`src/rtl/cia_bus_slave.sv`:
```
// CIA-style register bus slave: decodes E-clock bus cycles into one-clk
// read/write strobes toward a register file and drives read data back to the bus.
module cia_bus_slave #(
   parameter int ADDR_W = 4
) (
   input  logic              clk,
   input  logic              _reset_in,
   input  logic              reg_decode,
   input  logic              _cs,
   input  logic              e,
   input  logic              r_w,
   input  logic [ADDR_W-1:0] addr,
   input  logic [7:0]        data_in,
   input  logic [7:0]        rd_data,
   output logic              rd_strobe,
   output logic              wr_strobe,
   output logic [ADDR_W-1:0] reg_addr,
   output logic [7:0]        wr_data,
   output logic [7:0]        data_out,
   output logic              data_oe
);

   typedef enum logic [1:0] {IDLE, START, ACCESS, HOLD} state_t;

   state_t state, state_nxt;
   logic   e_d;
   logic   e_qual;
   logic   dir;
   logic   rd_ack;
   logic   e_rise, e_fall;
   logic   start_acc;
   logic   wr_commit;

   // e_qual keeps a stale e_d from faking an edge on the first clk after reset
   assign e_rise = e & ~e_d & e_qual;
   assign e_fall = ~e & e_d & e_qual;

   always_ff @(posedge clk or negedge _reset_in) begin
      if (!_reset_in) state <= IDLE;
      else            state <= state_nxt;
   end

   always_comb begin
      state_nxt = state;
      start_acc = 1'b0;
      wr_commit = 1'b0;
      case (state)
         IDLE: begin
            if (e_rise && !_cs && reg_decode) begin
               start_acc = 1'b1;
               state_nxt = START;
            end
         end
         START: begin
            state_nxt = _cs ? IDLE : ACCESS;
         end
         ACCESS: begin
            // chip-select release wins over a coincident E edge
            if (_cs) begin
               state_nxt = IDLE;
            end else if (e_fall) begin
               wr_commit = ~dir;
               state_nxt = HOLD;
            end
         end
         HOLD: begin
            if (_cs) state_nxt = IDLE;
         end
         default: state_nxt = IDLE;
      endcase
   end

   always_ff @(posedge clk or negedge _reset_in) begin
      if (!_reset_in) begin
         e_d       <= 1'b0;
         e_qual    <= 1'b0;
         dir       <= 1'b1;
         rd_strobe <= 1'b0;
         wr_strobe <= 1'b0;
         rd_ack    <= 1'b0;
         reg_addr  <= '0;
         wr_data   <= 8'h00;
         data_out  <= 8'h00;
         data_oe   <= 1'b0;
      end else begin
         e_d       <= e;
         e_qual    <= 1'b1;
         rd_strobe <= start_acc & r_w;
         wr_strobe <= wr_commit;
         rd_ack    <= rd_strobe;
         if (start_acc) begin
            reg_addr <= addr;
            dir      <= r_w;
         end
         if (wr_commit) wr_data <= data_in;
         // register file answers one clk after the strobe, i.e. during the first ACCESS clk
         if (state == ACCESS && rd_ack && dir) data_out <= rd_data;
         data_oe <= dir && (state_nxt == ACCESS || state_nxt == HOLD);
      end
   end

endmodule

```
`config.mk`:
```
export PLATFORM = sky130hd
export DESIGN_NAME = cia_bus_slave
export DESIGN_NICKNAME = d
export VERILOG_FILES = /design/src/rtl/cia_bus_slave.sv
export SDC_FILE = /design/constraint.sdc
export NUM_CORES = 1
export LEC_CHECK = 0
export CAP_MARGIN = 20
export CORE_AREA = 2 2 57 59
export CTS_BUF_LIST = sky130_fd_sc_hd__clkbuf_8
export DETAILED_ROUTE_END_ITERATION = 10
export DIE_AREA = 0 0 59 61
export PLACE_DENSITY = 0.84
export SKIP_LAST_GASP = 1
export SLEW_MARGIN = 40
export SYNTH_ARGS = -nofsm -noshare
export SYNTH_HDL_FRONTEND = slang
export SYNTH_SLANG_ARGS = --single-unit
export TNS_END_PERCENT = 100
```
`constraint.sdc`:
```
create_clock -name clk -period 1.55 [get_ports clk]
set_input_delay 0.31 -clock clk [delete_from_list [all_inputs] [get_ports clk]]
set_output_delay 0.31 -clock clk [all_outputs]
set_load 0.01 [all_outputs]
```
======== Yosys cells after proc, flatten, opt, wreduce, memory -nomap -nowiden ========
Cells that the tools add are included.
operators by class
  equal/unequal tests ..................... 5
  multiplexer cells ....................... 11
  bitwise operators ....................... 8
  reduce and logical (&&, ||, !) cells .... 8
operators by type and width
  cell                                                                   number
  2-bit two-way mux                                                      5
  2-bit equality test, second input constant                             4
  2-bit case mux with 4 select lines                                     1
  1-bit bitwise AND                                                      5
  1-bit logical AND                                                      5
  1-bit two-way mux                                                      5
  1-bit inverter                                                         3
  2-bit by 1-bit equality test with 1-bit output, second input constant  1
  2-bit logical NOT                                                      1
  1-bit logical NOT                                                      1
  1-bit logical OR                                                       1
word-level totals
  bits in registers ....................... 29
  logic and storage cells ................. 43

======== Depth between registers and ports, before layout ========
  depth in word-level cells ............... 10
  depth in mapped cells ................... 4

======== Worst setup path after synthesis ========
Ideal clock, no wire load.
  path kind ............................... input -> register
  start ................................... input port _cs
  end ..................................... register wr_data[0]
  setup time .............................. 0.125 ns
  arrival ................................. 1.355 ns
  required time ........................... 1.425 ns
  path slack .............................. 0.070 ns
  stages .................................. 4
  buffers on the path ..................... 1
  cells stage by stage .................... nand2b_1 -> or4_4 -> buf_6 -> mux2_4
on the way
  longest elaborated chain between the ends .. 2
RTL lines
  what                  RTL line  RTL
  start, declared       9         input logic _cs,
  1-bit two-way mux     59        if (_cs) begin
  1-bit two-way mux     47        case (state)
  end signal, assigned  95        if (wr_commit) wr_data <= data_in;
  end, declared         18        output logic [7:0] wr_data,
Every way passes these cells.
A chain may end at the register's enable or synchronous reset.

======== Worst setup path in the final report ========
  start ................................... register state[0]
  end ..................................... register wr_data[0]
on the way
  longest elaborated chain between the ends .. 2
RTL lines
  what                    RTL line  RTL
  start, declared         25        state_t state, state_nxt;
  start signal, assigned  40        else state <= state_nxt;
  2-bit equality test     47
  1-bit two-way mux       47
Every way passes these cells.

==> metrics.log <==
[metrics] DR DRC count: 0
[metrics] die height: 61 um
[metrics] port bufs: 48
[metrics] Worst R2R End: wr_data[0]$_DFFE_PN0P_
[metrics] synthesized area per cell: 16.6 um2
[metrics] highest routing layer actually used: met4
[metrics] antenna diode count: 0
[metrics] count of standard-cell rows: 20
[metrics] Placement Cell Area: about 0.0016 mm2
[metrics] cts hold-fix bufs: 0
[metrics] met1 wire length: approximately 930 um
[metrics] share of the core filled with cells in the final layout: 59.2%
[metrics] setup repair after global routing missed its margin: no
[metrics] antenna violations before repair: 0
[metrics] startpoint of the worst setup timing path: state[0]$_DFF_PN0_
[metrics] Post-Synthesis Net Count: 92
[metrics] tightest hold margin: 0.302 ns
[metrics] fin. max-slew vios: 0
[metrics] post-route ant nets: 0
[metrics] total global routing track utilization: 15.0%
[metrics] via total after detailed routing: between 700 and 800
[metrics] design area: 0.00175 mm2
[metrics] sink count of the clock tree: 29
[metrics] largest net degree at the start of global routing: 30
[metrics] CP delay by family, top: simple AND/OR/NAND/NOR gates
[metrics] Total Die Area: ~0.0036 mm2
[metrics] hold path startpoint: e
[metrics] maximum clock rate: 668 MHz
[metrics] sequential power share: 49.7%
[metrics] internal portion of total power: approximately 0.0013 W
[metrics] post-synthesis register bit count: 29
[metrics] post-CTS repair timing setup buffer count: 0
[metrics] sequential share of the synthesized area: 66.3%
[metrics] portion of the clock cycle consumed by the worst path in the final layout: 96.6%
[metrics] Worst Hold Class: input pin to register
[metrics] wire length of the first global-routing pass: 3680 um
[metrics] run status: finished clean
[metrics] gpl congestion: between 0.7 and 0.8
[metrics] die width: 59 um
[metrics] critical path cell sequence: or4_4 -> mux2_4
[metrics] maximum ir drop on the vdd rail: 0.602 mV
[metrics] met2 layer wire length in the routed design: around 1200 um
[metrics] layout cell share with drive strength beyond 1: 29.6%
[metrics] hold path depth: 1
[metrics] end of the worst hold path: e_d$_DFF_PN0_
[metrics] amount of wire on met3 after detailed routing: 217 um
[metrics] power density relative to cell area: 995 mW/mm2
[metrics] category of the critical setup timing path: register to register
[metrics] Buf/Inv on CP: 0
[metrics] layout overhead on the synthesized area: 59.6%
[metrics] buffer cell driving the clock tree root: clkbuf_8
[metrics] half-perimeter wire length after detailed placement: 1740 um
[metrics] setup skew after layout: a little over 0.005 ns
[metrics] count of unique library cells instantiated by Yosys: 17
[metrics] number of setup violations in the final report: 0
[metrics] master of the slowest instance on the critical path: or4_4
[metrics] routed len/inst: 15.2 um
[metrics] delay contributed by the slowest stage of the critical path: between 0.6 and 0.7 ns
[metrics] power share of the combinational group: 17.1%
[metrics] drt pass-1 iters: 4
[metrics] clock latency on the worst-skew pair: roughly 0.28 ns
[metrics] worst reg2reg startpoint: state[0]$_DFF_PN0_
[metrics] path depth of the worst reg2reg path: 2
[metrics] H-tree lvl count: 2
[metrics] netlist area before placement: roughly 0.0011 mm2
[metrics] Routed Wire Length: 2410 um
[metrics] I/O Pins: 49
[metrics] number of maximum-capacitance constraint violations: 0
[metrics] Overflow after GRT: 0
[metrics] required time at the worst-slack endpoint: roughly 1.7 ns
[metrics] minimum clock period after layout: 1.50 ns
[metrics] critical path launch point type: register
[metrics] net switching share of the total power: 23.5%
[metrics] Final #Nets: 150
[metrics] Clk pin slew, worst setup/hold paths: 0.06 ns
[metrics] reported leakage power: 0.812 nW
[metrics] endpoint kind of the worst setup timing path: register
[metrics] initial cell density of the core: 37.1%
[metrics] reg-to-reg slack, setup: 0.05 ns
[metrics] clock buffer count from CTS: 5
[metrics] number of buffers on the longest clock path: 2
[metrics] Ys Warns: 0
[metrics] DRC marker count from the first detailed-route iteration: 9
[metrics] area inside the core boundary: 0.00295 mm2
[metrics] Clock power frac: 33.2%
[metrics] TritonCTS clock tree: done
[metrics] Gate Count Post-Synth: 66
[metrics] final hold violations: 0
[metrics] arrival time at the worst endpoint: 1.66 ns
[metrics] Max Fanout on Critical Path: 5
[metrics] number of global-route vias before repair: 804
[metrics] Vias per Instance: 4.75
[metrics] power dissipated by switching net loads: 0.000409 W
[metrics] Design Power: 0.00174 W
-- per-stage QoR --
step,TNS (ns),instances,setup slack (ns)
global route,0,158,0.00141
floorplan,0,66,0.0699
finish,0,158,0.0521
detailed placement,-5.17,149,-0.397
global placement,-4.73,149,-0.375
CTS,0,158,0.00107
-- registers in the layout (all words and copies together) (netlist names) --
signal,flops
rd_strobe,1
dir,1
wr_data,8
data_oe,1
rd_ack,1
e_d,1
reg_addr,4
wr_strobe,1
e_qual,1
data_out,8
state,2
-- worst max path at each step --
stage                        endpoint  slack, ns  cells past startpoint
3_3_place_gp   wr_data[7]$_DFFE_PN0P_      -0.37                      4
3_5_place_dp   wr_data[0]$_DFFE_PN0P_      -0.40                      4
5_1_grt        wr_data[5]$_DFFE_PN0P_      0.001                      3
2_1_floorplan  wr_data[0]$_DFFE_PN0P_       0.07                      4
6_report       wr_data[0]$_DFFE_PN0P_       0.05                      2
4_1_cts        wr_data[0]$_DFFE_PN0P_      0.001                      4
-- power groups by stage --
stage	clock, W	sequential (W)	combinational, W
2_1_floorplan	0	0.000895	0.0000671
3_3_place_gp	0	0.000872	0.000289
3_5_place_dp	0	0.000877	0.000297
4_1_cts	0.000603	0.000867	0.000302
5_1_grt	0.000625	0.000873	0.000318
6_report	0.000578	0.000866	0.000297
-- metal layers --
metal | track usage, % | up-vias
met1 | 15.6 | 363
met3 | 8.32 | 4
met4 | 7.47 | 0
li1 | - | 347
met5 | 0 | -
met2 | 24.6 | 37
-- kinds of logic after synthesis --
logic type             after synthesis  share of synthesized area, %
AO/OA/AOI/OAI                        1                         0.456
other                                1                         0.342
flip-flops                          29                          66.3
buffers and inverters                3                          1.71
multiplexers                        21                          24.3
AND/OR/NAND/NOR                     11                          6.85
-- timing repair --
item | CTS | global route
setup endpoints to repair | 13 | 8
gates cloned | 1 | 0
resized for setup | 4 | 1
pin swaps | 1 | 1
-- cells in the mapped netlist --
library cell | count | area share [%]
buf_6 | 1 | 1.0
nand4b_1 | 1 | 0.80
nand3_1 | 1 | 0.46
dfrtp_1 | 28 | 64
or4_4 | 1 | 1.0
inv_1 | 2 | 0.69
and4bb_2 | 1 | 1.1
o21ai_0 | 1 | 0.46
nor2_1 | 3 | 1.0
nand3b_1 | 1 | 0.69
mux2_2 | 13 | 13
mux2_4 | 8 | 11
dfstp_2 | 1 | 2.4
and2_1 | 1 | 0.57
nor2b_1 | 1 | 0.57
conb_1 | 1 | 0.34
nand2b_1 | 1 | 0.57
-- layout by cell type (no fill, tap or decap), drive strengths merged --
master / n
mux2: 21
dfstp: 1
nor2: 3
conb: 1
or4: 2
nor2b: 1
dlymetal6s2s: 1
and4bb: 1
nand2b: 1
dlygate4sd2: 1
nand3: 1
buf: 3
clkdlybuf4s50: 46
dfrtp: 28
nand4b: 1
clkbuf: 5
nand3b: 1
and2: 1
clkinv: 2
o21ai: 1
inv: 3
-- layout make-up --
type                            count  area (um2)
Fill cell                         249        1200
Sequential cell                    29         727
Timing Repair Buffer               51         517
Multi-Input combinational cell     35         374
Clock buffer                        5        68.8
Tap cell                           33        41.3
Clock inverter                      3        13.8
Inverter                            2        7.51
No activity file was read; power rests on OpenSTA's default activity.
